<file path="src/rtl/mem_access.sv">
// MEM pipeline stage: runs loads/stores over a ready-handshaked data-RAM port,
// stalls upstream until completion and registers the write-back triple for WB.
module mem_access #(
  parameter int DATA_WIDTH     = 32,
  parameter int REG_ADDR_WIDTH = 5,
  parameter int MAX_WAIT       = 16
) (
  input  logic                      clk,
  input  logic                      rst,
  input  logic                      valid_in,
  input  logic [3:0]                mem_op_in,
  input  logic [DATA_WIDTH-1:0]     result_in,
  input  logic [DATA_WIDTH-1:0]     store_data_in,
  input  logic                      write_reg_en_in,
  input  logic [REG_ADDR_WIDTH-1:0] write_reg_addr_in,
  output logic                      ram_en,
  output logic                      ram_write_en,
  output logic [3:0]                ram_sel,
  output logic [DATA_WIDTH-1:0]     ram_addr,
  output logic [DATA_WIDTH-1:0]     ram_write_data,
  input  logic [DATA_WIDTH-1:0]     ram_read_data,
  input  logic                      ram_ready,
  output logic                      stall_req,
  output logic                      addr_error,
  output logic                      bus_error,
  output logic [DATA_WIDTH-1:0]     result_out,
  output logic                      write_reg_en_out,
  output logic [REG_ADDR_WIDTH-1:0] write_reg_addr_out
);

  localparam logic [3:0] OP_LB = 4'd1, OP_LBU = 4'd2, OP_LH = 4'd3, OP_LHU = 4'd4,
                         OP_LW = 4'd5, OP_SB = 4'd6, OP_SH = 4'd7, OP_SW = 4'd8;
  localparam int CW = $clog2(MAX_WAIT) + 1;
  localparam logic [CW-1:0] LAST_WAIT = CW'(MAX_WAIT - 1);

  typedef enum logic {IDLE, BUSY} state_t;

  state_t                    state;
  logic [CW-1:0]             wait_cnt;
  logic [3:0]                op_q;
  logic [DATA_WIDTH-1:0]     addr_q;
  logic [DATA_WIDTH-1:0]     sdata_q;
  logic                      wen_q;
  logic [REG_ADDR_WIDTH-1:0] waddr_q;

  logic is_mem, misaligned, accept, busy, timeout;

  function automatic logic op_is_store(input logic [3:0] op);
    return (op == OP_SB) || (op == OP_SH) || (op == OP_SW);
  endfunction

  function automatic logic [3:0] lane_sel(input logic [3:0] op, input logic [1:0] a);
    case (op)
      OP_LB, OP_LBU, OP_SB: return 4'b0001 << a;
      OP_LH, OP_LHU, OP_SH: return a[1] ? 4'b1100 : 4'b0011;
      OP_LW, OP_SW:         return 4'b1111;
      default:              return 4'b0000;
    endcase
  endfunction

  function automatic logic [DATA_WIDTH-1:0] store_lanes(input logic [3:0] op,
                                                        input logic [DATA_WIDTH-1:0] d);
    case (op)
      OP_SB:   return {4{d[7:0]}};
      OP_SH:   return {2{d[15:0]}};
      default: return d;
    endcase
  endfunction

  // Little-endian lane extraction followed by sign or zero extension.
  function automatic logic [DATA_WIDTH-1:0] load_extend(input logic [3:0] op,
                                                        input logic [1:0] a,
                                                        input logic [DATA_WIDTH-1:0] d);
    logic signed [7:0]  b;
    logic signed [15:0] h;
    b = 8'(d >> {a, 3'b000});
    h = a[1] ? d[31:16] : d[15:0];
    case (op)
      OP_LB:   return DATA_WIDTH'(b);
      OP_LBU:  return {24'd0, b};
      OP_LH:   return DATA_WIDTH'(h);
      OP_LHU:  return {16'd0, h};
      default: return d;
    endcase
  endfunction

  always_comb begin
    is_mem     = (mem_op_in >= OP_LB) && (mem_op_in <= OP_SW);
    misaligned = (((mem_op_in == OP_LH) || (mem_op_in == OP_LHU) || (mem_op_in == OP_SH))
                  && result_in[0])
               || (((mem_op_in == OP_LW) || (mem_op_in == OP_SW)) && (result_in[1:0] != 2'b00));
    busy       = (state == BUSY);
    accept     = !busy && valid_in && is_mem && !misaligned;
    timeout    = busy && !ram_ready && (wait_cnt == LAST_WAIT);
    stall_req  = accept || (busy && !ram_ready && !timeout);
    ram_en         = busy;
    ram_write_en   = busy && op_is_store(op_q);
    ram_sel        = busy ? lane_sel(op_q, addr_q[1:0]) : 4'b0000;
    ram_addr       = busy ? {addr_q[DATA_WIDTH-1:2], 2'b00} : '0;
    ram_write_data = busy ? store_lanes(op_q, sdata_q) : '0;
  end

  // Capture stage: access parameters held for the whole BUSY period.
  always_ff @(posedge clk) begin
    if (accept) begin
      op_q    <= mem_op_in;
      addr_q  <= result_in;
      sdata_q <= store_data_in;
      wen_q   <= write_reg_en_in;
      waddr_q <= write_reg_addr_in;
    end
  end

  // Writeback stage: registered triple and one-cycle error pulses.
  always_ff @(posedge clk) begin
    if (rst) begin
      state              <= IDLE;
      wait_cnt           <= '0;
      result_out         <= '0;
      write_reg_en_out   <= 1'b0;
      write_reg_addr_out <= '0;
      addr_error         <= 1'b0;
      bus_error          <= 1'b0;
    end else begin
      addr_error <= 1'b0;
      bus_error  <= 1'b0;
      case (state)
        IDLE: begin
          wait_cnt           <= '0;
          result_out         <= result_in;
          write_reg_addr_out <= write_reg_addr_in;
          write_reg_en_out   <= valid_in && write_reg_en_in && !is_mem;
          addr_error         <= valid_in && is_mem && misaligned;
          if (accept) state <= BUSY;
        end
        BUSY: begin
          if (ram_ready) begin
            state              <= IDLE;
            wait_cnt           <= '0;
            result_out         <= op_is_store(op_q) ? addr_q
                                                    : load_extend(op_q, addr_q[1:0], ram_read_data);
            write_reg_en_out   <= wen_q && !op_is_store(op_q);
            write_reg_addr_out <= waddr_q;
          end else if (timeout) begin
            state            <= IDLE;
            wait_cnt         <= '0;
            bus_error        <= 1'b1;
            write_reg_en_out <= 1'b0;
          end else begin
            wait_cnt         <= wait_cnt + 1'b1;
            write_reg_en_out <= 1'b0;
          end
        end
        default: state <= IDLE;
      endcase
    end
  end

endmodule

</file>
<file path="config.mk">
export PLATFORM = sky130hd
export DESIGN_NAME = mem_access
export DESIGN_NICKNAME = d
export VERILOG_FILES = /design/src/rtl/mem_access.sv
export SDC_FILE = /design/constraint.sdc
export NUM_CORES = 1
export LEC_CHECK = 0
export ABC_AREA = 1
export BUFFER_PORTS_ARGS = -buffer_cell sky130_fd_sc_hd__buf_2
export CORE_MARGIN = 2
export CORE_UTILIZATION = 23
export DETAILED_ROUTE_END_ITERATION = 12
export HOLD_SLACK_MARGIN = 0.03
export SETUP_SLACK_MARGIN = 0.2
export SLEW_MARGIN = 10
export SYNTH_ARGS = -nofsm -noshare
export SYNTH_HDL_FRONTEND = slang
export SYNTH_SLANG_ARGS = --single-unit
</file>
<file path="constraint.sdc">
create_clock -name clk -period 2.75 [get_ports clk]
set_input_delay 0.1375 -clock clk [delete_from_list [all_inputs] [get_ports clk]]
set_output_delay 0.1375 -clock clk [all_outputs]
set_load 0.05 [all_outputs]
</file>
==> flow_metrics.tcl, run 1 <==
set metrics [dict create \
    run_status "complete, no violations" \
    path_clk_slew_ns 0.06 \
    cts_tree "built" \
    synth.distinct_cells 35 \
    fill_cells 2985 \
    port_buffers 218 \
    final_cells 1517 \
    synth-async-reset-ratio 0 \
    fmax_mhz 419.0 \
    dp_hpwl_um 16860 \
    r2r_slack_ns 0.52 \
    routed_wl_um 23360 \
    first_iter_violations 354 \
    timing.rr.start "op_q[1]$_DFFE_PP_" \
    track_usage 0.1560 \
    seq_power_share 0.382 \
    avgSynthCellArea_um2 7.766 \
    netlist_area_um2 6492 \
    fin_util 0.3384 \
    initial_core_util 0.2337 \
    reg2reg_to "result_out[12]$_SDFFE_PP0P_" \
    coreArea_um2 27780 \
    rows 61 \
    dieArea_um2 29590 \
    detailedPlace.worstSlack_ns 0.6578 \
    grt_first_pass_wirelength_um 35110 \
    worstPathMaxFanout 27 \
    synth-edff-count 74 \
    grt_max_degree 50 \
    dr_total_vias 6548 \
    fin_setup_tns_ns 0 \
    p_per_area_nw_per_um2 579.0 \
    ant_nets 0 \
    hold_depth 5 \
    internal_power_mw 3.799 \
    synth_flop_cell "edfxtp_1" \
    via_per_inst 4.316 \
    drv_cap 0 \
    numCtsBuffers 17 \
    finalHoldViolCount 0 \
    wl_per_cell_um 15.40 \
    whs_ns 0.09238 \
    synth.largest_area_cell "edfxtp_1" \
    required_ns 2.61 \
    worstPathArrival_ns 2.25 \
    fp.dieH_um 172.0 \
    ys_seq_area_frac 0.4841 \
    worstSetupStartpointType "flip-flop" \
    worstSkewPairLatency_ns 0.41 \
    synth_top_area_frac 0.3423 \
    fin_nets 1233 \
    swShare 0.3020 \
    overflow 0 \
    min_period_over_period 0.8679 \
    p_leak_nw 4.715 \
    p_switching_mw 1.644 \
    dp.cells 1398 \
    hold_start "ram_read_data[1]" \
    area_growth_pct 44.81 \
    routabilityCongestion 0.8115 \
    reg2reg_depth 7 \
    die_w_um 172.0 \
    finalPower_mw 5.443 \
    hold_class "input port to flip-flop" \
    power_frac_clock 0.427 \
    vdd_drop_max_uv 312.1 \
    pwr-share-comb 0.190 \
    final_cell_area_um2 9402 \
    ys_seq_elements 120 \
    cts_buffer_depth 2 \
    ys_warn_count 0 \
    synth_cells 836 \
    antenna_found_initial 6 \
    cts_max_level 4 \
    cts_root_buf "clkbuf_16" \
    timing.final.ws_setup_ns 0.3633 \
    fin_crit_ns 2.387 \
    dr.pass1.iters 5 \
    clock_sinks 120 \
    endpoint_kind "output pin" \
    path_class "flip-flop to output pin" \
    place_area_um2 7944 \
    rsz0062_at_grt "no" \
    holdPathEnd "result_out[1]$_SDFFE_PP0P_" \
    finalMaxSlewViolations 0 \
    finalSetupViolCount 0 \
    layout-drive-gt1-share 0.2628 \
    synth_area_leaders "edfxtp_1 34%, dfxtp_1 14%, nand2_1 12%" \
    boundaryPins 221 \
    route.detailed.drc 0 \
    fin_skew_ns 0.007763 \
    grt_pass1_vias 6480 \
]
## final cells by class
| class | instances | area (um^2) | area share |
|---|---|---|---|
| clock inverter | 14 | 173.9 | 0.01850 |
| sequential | 120 | 3147 | 0.3347 |
| timing repair buffer | 313 | 2028 | 0.2157 |
| multi-input combinational | 533 | 2624 | 0.2791 |
| inverter | 136 | 514.2 | 0.05470 |
| tap | 378 | 473.0 | 0.05031 |
| antenna | 5 | 12.51 | 0.001331 |
| clock buffer | 18 | 429.2 | 0.04565 |
## how the worst max path moves through the flow
stage / start / end / cells after the start
final: op_q[3]$_DFFE_PP_ / ram_sel[1] / 9
after global routing: op_q[2]$_DFFE_PP_ / ram_sel[3] / 12
after CTS: op_q[3]$_DFFE_PP_ / ram_sel[1] / 11
after detailed placement: op_q[3]$_DFFE_PP_ / ram_sel[3] / 11
after global placement: op_q[1]$_DFFE_PP_ / ram_sel[3] / 9
after floorplan: ram_en$_SDFF_PP0_ / addr_q[0]$_DFFE_PP_ / 8
## layer usage
layer  part of all wire  routed length [um]  GRT usage  vias to the layer above
met5            0.00056                  13          0                        -
met4              0.017                 405    0.04932                        2
met3              0.064                1490    0.04578                       22
met1               0.45               10440     0.1917                     3028
li1                   -                   -          -                     3305
met2               0.47               11010     0.2630                      191
## placed cells by master (no fill, tap or decap), drive strengths merged
cell / synthesis / routed
buf: 30 / 237
nand2: 207 / 208
inv: 136 / 138
nor2: 77 / 77
dlygate4sd3: 0 / 75
edfxtp: 74 / 74
a21oi: 63 / 63
nand3: 58 / 58
dfxtp: 46 / 46
o21ai: 39 / 39
nand4: 24 / 24
a22o: 24 / 24
clkbuf: 19 / 19
o211ai: 13 / 13
or2: 12 / 12
clkinv: 0 / 6
diode: 0 / 5
o21a: 5 / 5
clkinvlp: 0 / 3
bufinv: 0 / 3
o221ai: 2 / 2
ha: 2 / 2
conb: 1 / 2
o21bai: 1 / 1
nor3b: 1 / 1
nor4: 1 / 1
nor3: 1 / 1
## what timing repair did
item / CTS / global route
endpoints found under the setup margin: 1 / 14
setup buffers: 0 / 6
hold buffers: 75 / 0
gates resized for setup: 1 / 7
gates cloned: 0 / 1
endpoints found under the hold margin: 81 / 0
pin swaps: 0 / 1
## power groups by stage
| stage | Clock (mW) | Combinational [mW] | Sequential (mW) |
|---|---|---|---|
| 6_report | 2.33 | 1.04 | 2.08 |
| 5_1_grt | 2.44 | 1.12 | 2.09 |
| 4_1_cts | 2.38 | 1.03 | 2.08 |
| 3_5_place_dp | 0 | 0.943 | 2.12 |
| 3_3_place_gp | 0 | 0.935 | 2.12 |
| 2_1_floorplan | 0 | 0.509 | 2.25 |
## flip-flops by register name, indices dropped and copies added (netlist names)
name	flops
write_reg_addr_out	5
wen_q	1
write_reg_en_out	1
op_q	4
addr_error	1
bus_error	1
addr_q	32
ram_en	1
sdata_q	32
result_out	32
wait_cnt	5
waddr_q	5
## worst max-delay path: stages, from the launching register on
cell      delay (ns)
edfxtp_1        0.45
buf_4           0.18
nor2_4          0.17
nand2_4         0.23
o21ai_1         0.27
inv_1           0.09
o21ai_1         0.12
nand2_1         0.06
inv_1           0.06
clkbuf_4        0.22
## kinds of logic after synthesis
group	synth area share
AND/OR/NAND/NOR	0.2573
flip-flops	0.4841
buffers and inverters	0.1185
other	0.0005776
adder cells (fa/ha/maj)	0.003854
AO/OA/AOI/OAI	0.1357
## synth_stat cells (all sizes together), types with 2 or more instances
library cell and n:
a21oi 63, a22o 24, buf 30, clkbuf 19, dfxtp 46, edfxtp 74, ha 2, inv 136
nand2 207, nand3 58, nand4 24, nor2 77, o211ai 13, o21a 5, o21ai 39, o221ai 2
or2 12
(Power assumes the default switching activity.)
==> run 2, diff against run 1 <==
ABC_AREA = 0   (was 1)
MAX_ROUTING_LAYER = met4   (was not set)
==> flow_metrics.tcl, run 2 <==
set metrics [dict create \
    fmax_mhz 414.0 \
    synth_top_area_frac 0.3465 \
    detailedPlace.worstSlack_ns 0.4479 \
    dieArea_um2 29230 \
    critical_path_buf_inv_count 2 \
    finalMaxSlewViolations 0 \
    cp_slowest_cell "edfxtp_1" \
    multi_input_area_um2 3022 \
    worst_slew_pin_slew_ns 1.126 \
    worstPathArrival_ns 2.28 \
    overflow 0 \
    grt_pass1_vias 6382 \
    p_per_area_nw_per_um2 576.5 \
    port_buffers 218 \
    clock_sinks 120 \
    fill_cells 2841 \
    p_leak_nw 3.982 \
    cp_top_family "flip-flops" \
    antenna_found_initial 2 \
    fin_util 0.3420 \
    rsz0062_at_grt "yes" \
    fin_skew_ns 0.02724 \
    synth-edff-count 74 \
    worstPathMaxFanout 7 \
    dp.cells 1231 \
    ys_warn_count 0 \
    whs_ns 0.04211 \
    fin_setup_tns_ns 0 \
    layout-drive-gt1-share 0.3285 \
    routabilityCongestion 0.8372 \
    first_iter_violations 540 \
    dr.pass1.iters 5 \
    drv_cap 0 \
    timing.final.ws_setup_ns 0.3344 \
    dp_hpwl_um 17740 \
    cts_max_level 4 \
    place_area_um2 8033 \
    fin_nets 1070 \
    path_clk_slew_ns 0.06 \
    vdd_drop_max_uv 404.7 \
    finalHoldViolCount 0 \
    track_usage 0.1752 \
    final_cell_mix "216 x buf_2, 79 x dlygate4sd3_1, 74 x edfxtp_1, 66 x a21oi_1, 60 x nand2_1" \
    r2r_slack_ns 0.46 \
    grt_max_degree 84 \
    crit_chain "inv_1, maj3_1, and2_1, o21a_1, o31ai_2, buf_12" \
    rows 61 \
    synth_flop_cell "edfxtp_1" \
    coreArea_um2 27630 \
    cts_root_buf "clkbuf_16" \
    die_w_um 171.0 \
    synthMostInstantiatedCell "edfxtp_1" \
    area_growth_pct 47.34 \
    final_cell_area_um2 9448 \
    hold_class "input port to flip-flop" \
    min_period_over_period 0.8784 \
    final_cells 1351 \
    fp.dieH_um 171.0 \
    netlist_area_um2 6412 \
    path_class "flip-flop to output pin" \
    via_per_inst 4.795 \
    maxSlewHeadroom 0.2436 \
    dr_total_vias 6478 \
    fin_crit_ns 2.416 \
    routed_wl_um 25150 \
    synth-async-reset-ratio 0 \
    synth_area_leaders "edfxtp_1 35%, dfxtp_1 14%, a21oi_1 5.2%" \
    wl_per_cell_um 18.61 \
    worstSkewPairLatency_ns 0.43 \
    synth.largest_area_cell "edfxtp_1" \
    ys_top_cells_by_count "74 x edfxtp_1, 66 x a21oi_1, 60 x nand2_1" \
    finalPower_mw 5.447 \
    initial_core_util 0.2321 \
    avgSynthCellArea_um2 9.686 \
    boundaryPins 221 \
    finalSetupViolCount 0 \
    seq_area_um2 3147 \
    final_common_cell "buf_2" \
    synth.distinct_cells 66 \
    route.detailed.drc 0 \
    worstSetupStartpointType "flip-flop" \
    ys_seq_elements 120 \
    cpPeakStageDelay_ns 0.48 \
    reg_top3 "addr_q x32, result_out x32, sdata_q x32" \
    cts_tree "built" \
    cts_buffer_depth 2 \
    endpoint_kind "output pin" \
    grt_first_pass_wirelength_um 37350 \
    numCtsBuffers 17 \
    ys_seq_area_frac 0.4901 \
    required_ns 2.61 \
    synth_cells 662 \
    ant_nets 0 \
    run_status "complete, no violations" \
]
==> run 2: layout make-up <==
cell class / count / area share
flip-flops and latches: 120 / 0.3331
multi-input cells: 476 / 0.3198
repair buffers: 334 / 0.2331
well taps: 378 / 0.05006
clock buffers: 20 / 0.04622
clock inverters: 12 / 0.01364
inverters: 9 / 0.003576
diodes: 2 / 0.0005297
==> run 2: tightest hold or removal path, delay by kind of cell <==
kind	cells	cell delay (ns)
buffers and inverters	1	0.14
AND/OR/NAND/NOR	2	0.16
==> run 2: kinds of logic after synthesis <==
group           Yosys count  share of synthesized area
simple gates            264                     0.2185
other cells               1                  0.0005848
compound gates          180                     0.1854
xor+xnor                  4                   0.005464
mux                      23                    0.04800
flops                   120                     0.4901
fa+ha+maj                 3                   0.005463
buf+inv                  67                    0.04644
==> run 2: worst paths after layout <==
kind | end | cells after the start | from
worst max-delay path | ram_sel[0] | 6 | op_q[1]$_DFFE_PP_
worst min-delay path | result_out[9]$_SDFFE_PP0P_ | 3 | ram_read_data[9]
worst min register to register | wait_cnt[0]$_SDFF_PP0_ | 1 | wait_cnt[0]$_SDFF_PP0_
worst max register to register | result_out[18]$_SDFFE_PP0P_ | 7 | op_q[0]$_DFFE_PP_
==> run 2: report_power, final <==
group / internal, mW / switching (mW) / total (mW)
registers: 2.04 / 0.0620 / 2.10
logic: 0.380 / 0.768 / 1.15
clock network: 1.33 / 0.871 / 2.20
==> run 2: per-layer routing <==
layer / global-route usage / routed length (um)
met1: 0.2150 / 10430
met2: 0.2814 / 11710
met3: 0.04626 / 2271
met4: 0.05527 / 737
met5: - / 0
==> run 2: what timing repair did <==
item | CTS | global route
pin swaps | 0 | 0
hold buffers | 79 | 0
resized for setup | 1 | 1
endpoints found under the hold margin | 100 | 0
buffers inserted | 1 | 6
endpoints found under the setup margin | 7 | 20
==> run 3, diff against run 2 <==
ABC_CLOCK_PERIOD_IN_PS = 2750   (was not set)
REMOVE_ABC_BUFFERS = 1   (was not set)
==> flow_metrics.tcl, run 3 (synthesis results as in run 2) <==
set metrics [dict create \
    fill_cells 2933 \
    worstSkewPairLatency_ns 0.43 \
    finalPower_mw 5.483 \
    first_iter_violations 534 \
    min_period_over_period 0.8940 \
    cts_root_buf "clkbuf_16" \
    initial_core_util 0.2321 \
    via_per_inst 4.726 \
    run_status "complete, no violations" \
    fin_nets 1074 \
    required_ns 2.61 \
    seq_area_um2 3144 \
    numCtsBuffers 17 \
    r2r_slack_ns 0.47 \
    multi_input_area_um2 2998 \
    reg_top3 "addr_q x32, result_out x32, sdata_q x32" \
    fin_skew_ns 0.01292 \
    die_w_um 171.0 \
    critPathLaunch "op_q[0]$_DFFE_PP_" \
    routabilityCongestion 0.8523 \
    worst_slew_pin_slew_ns 1.001 \
    wl_per_cell_um 17.83 \
    maxSlewHeadroom 0.3287 \
    area_growth_pct 47.86 \
    drv_cap 0 \
    grt_max_degree 85 \
    fmax_mhz 406.7 \
    final_cell_mix "217 x buf_2, 82 x dlygate4sd3_1, 74 x edfxtp_1, 66 x a21oi_1, 60 x nand2_1" \
    clock_sinks 120 \
    worstPathMaxFanout 12 \
    dp.cells 1225 \
    p_leak_nw 4.021 \
    p_per_area_nw_per_um2 578.3 \
    fp.dieH_um 171.0 \
    dieArea_um2 29230 \
    cts_max_level 4 \
    path_clk_slew_ns 0.06 \
    antenna_found_initial 1 \
    final_common_cell "buf_2" \
    endpoint_kind "output pin" \
    finalSetupViolCount 0 \
    route.detailed.drc 0 \
    layout-drive-gt1-share 0.3231 \
    fin_crit_ns 2.459 \
    port_buffers 218 \
    coreArea_um2 27630 \
    path_class "flip-flop to output pin" \
    worstSetupStartpointType "flip-flop" \
    timing.rr.start "op_q[3]$_DFFE_PP_" \
    dp_hpwl_um 16320 \
    cts_buffer_depth 2 \
    overflow 0 \
    final_cells 1354 \
    hold_class "input port to flip-flop" \
    fin_util 0.3432 \
    dr.pass1.iters 5 \
    vdd_drop_max_uv 330.2 \
    track_usage 0.1653 \
    grt_pass1_vias 6184 \
    dr_total_vias 6399 \
    rows 61 \
    routed_wl_um 24140 \
    finalHoldViolCount 0 \
    boundaryPins 221 \
    cts_tree "built" \
    worstPathArrival_ns 2.32 \
    fin_setup_tns_ns 0 \
    rsz0062_at_grt "no" \
    grt_first_pass_wirelength_um 35030 \
    hold_start "ram_read_data[0]" \
    ant_nets 0 \
    finalMaxSlewViolations 0 \
]
[run 3: power breakdown]
part	switching [mW]	internal [mW]	leakage, nW
logic	0.754	0.387	2.67
clock network	0.857	1.39	0.282
registers	0.0592	2.04	1.07
total	1.67	3.81	4.02
[run 3: final timing paths]
kind                                                     to  cells after the start
worst min register to register       wait_cnt[0]$_SDFF_PP0_                      1
worst max-delay path                             ram_sel[2]                      7
worst max register to register  result_out[13]$_SDFFE_PP0P_                      6
worst min-delay path             result_out[0]$_SDFFE_PP0P_                      3
[run 3: metrics by stage]
stage	setup WS [ns]	hold WS, ns	cell area, um^2
after detailed placement	0.2445	0.3159	7948
after floorplan	-3.372	0.2066	6152
after global placement	0.2700	0.3148	7948
after global routing	0.2105	0.04848	9482
after CTS	0.1009	0.03158	9390
final	0.2914	0.05386	9482
[run 3: critical path, cell delays in order (launching register included)]
cell	delay, ns
edfxtp_1	0.43
buf_4	0.23
inv_1	0.08
maj3_1	0.36
and2_1	0.19
o21a_1	0.17
o31ai_2	0.26
buf_12	0.18
[run 3: final cells by class]
cell class	instances	area share
tap	378	0.04988
multi-input combinational	476	0.3162
clock buffer	22	0.04909
antenna	1	0.0002639
inverter	9	0.003563
clock inverter	10	0.01240
timing repair buffer	338	0.2370
sequential	120	0.3316
[run 3: what timing repair did]
item / 4_1_cts / 5_1_grt
hold endpoints to repair: 104 / 0
pin swaps: 0 / 1
setup buffers: 4 / 10
gates resized for setup: 3 / 4
setup endpoints to repair: 27 / 24
hold buffers: 82 / 0
[run 3: layer usage]
layer,vias up,share of wire,track usage
met5,-,0,-
met3,34,0.069,0.04048
met4,0,0.026,0.07111
met2,276,0.46,0.2547
li1,3032,-,-
met1,3057,0.44,0.2063
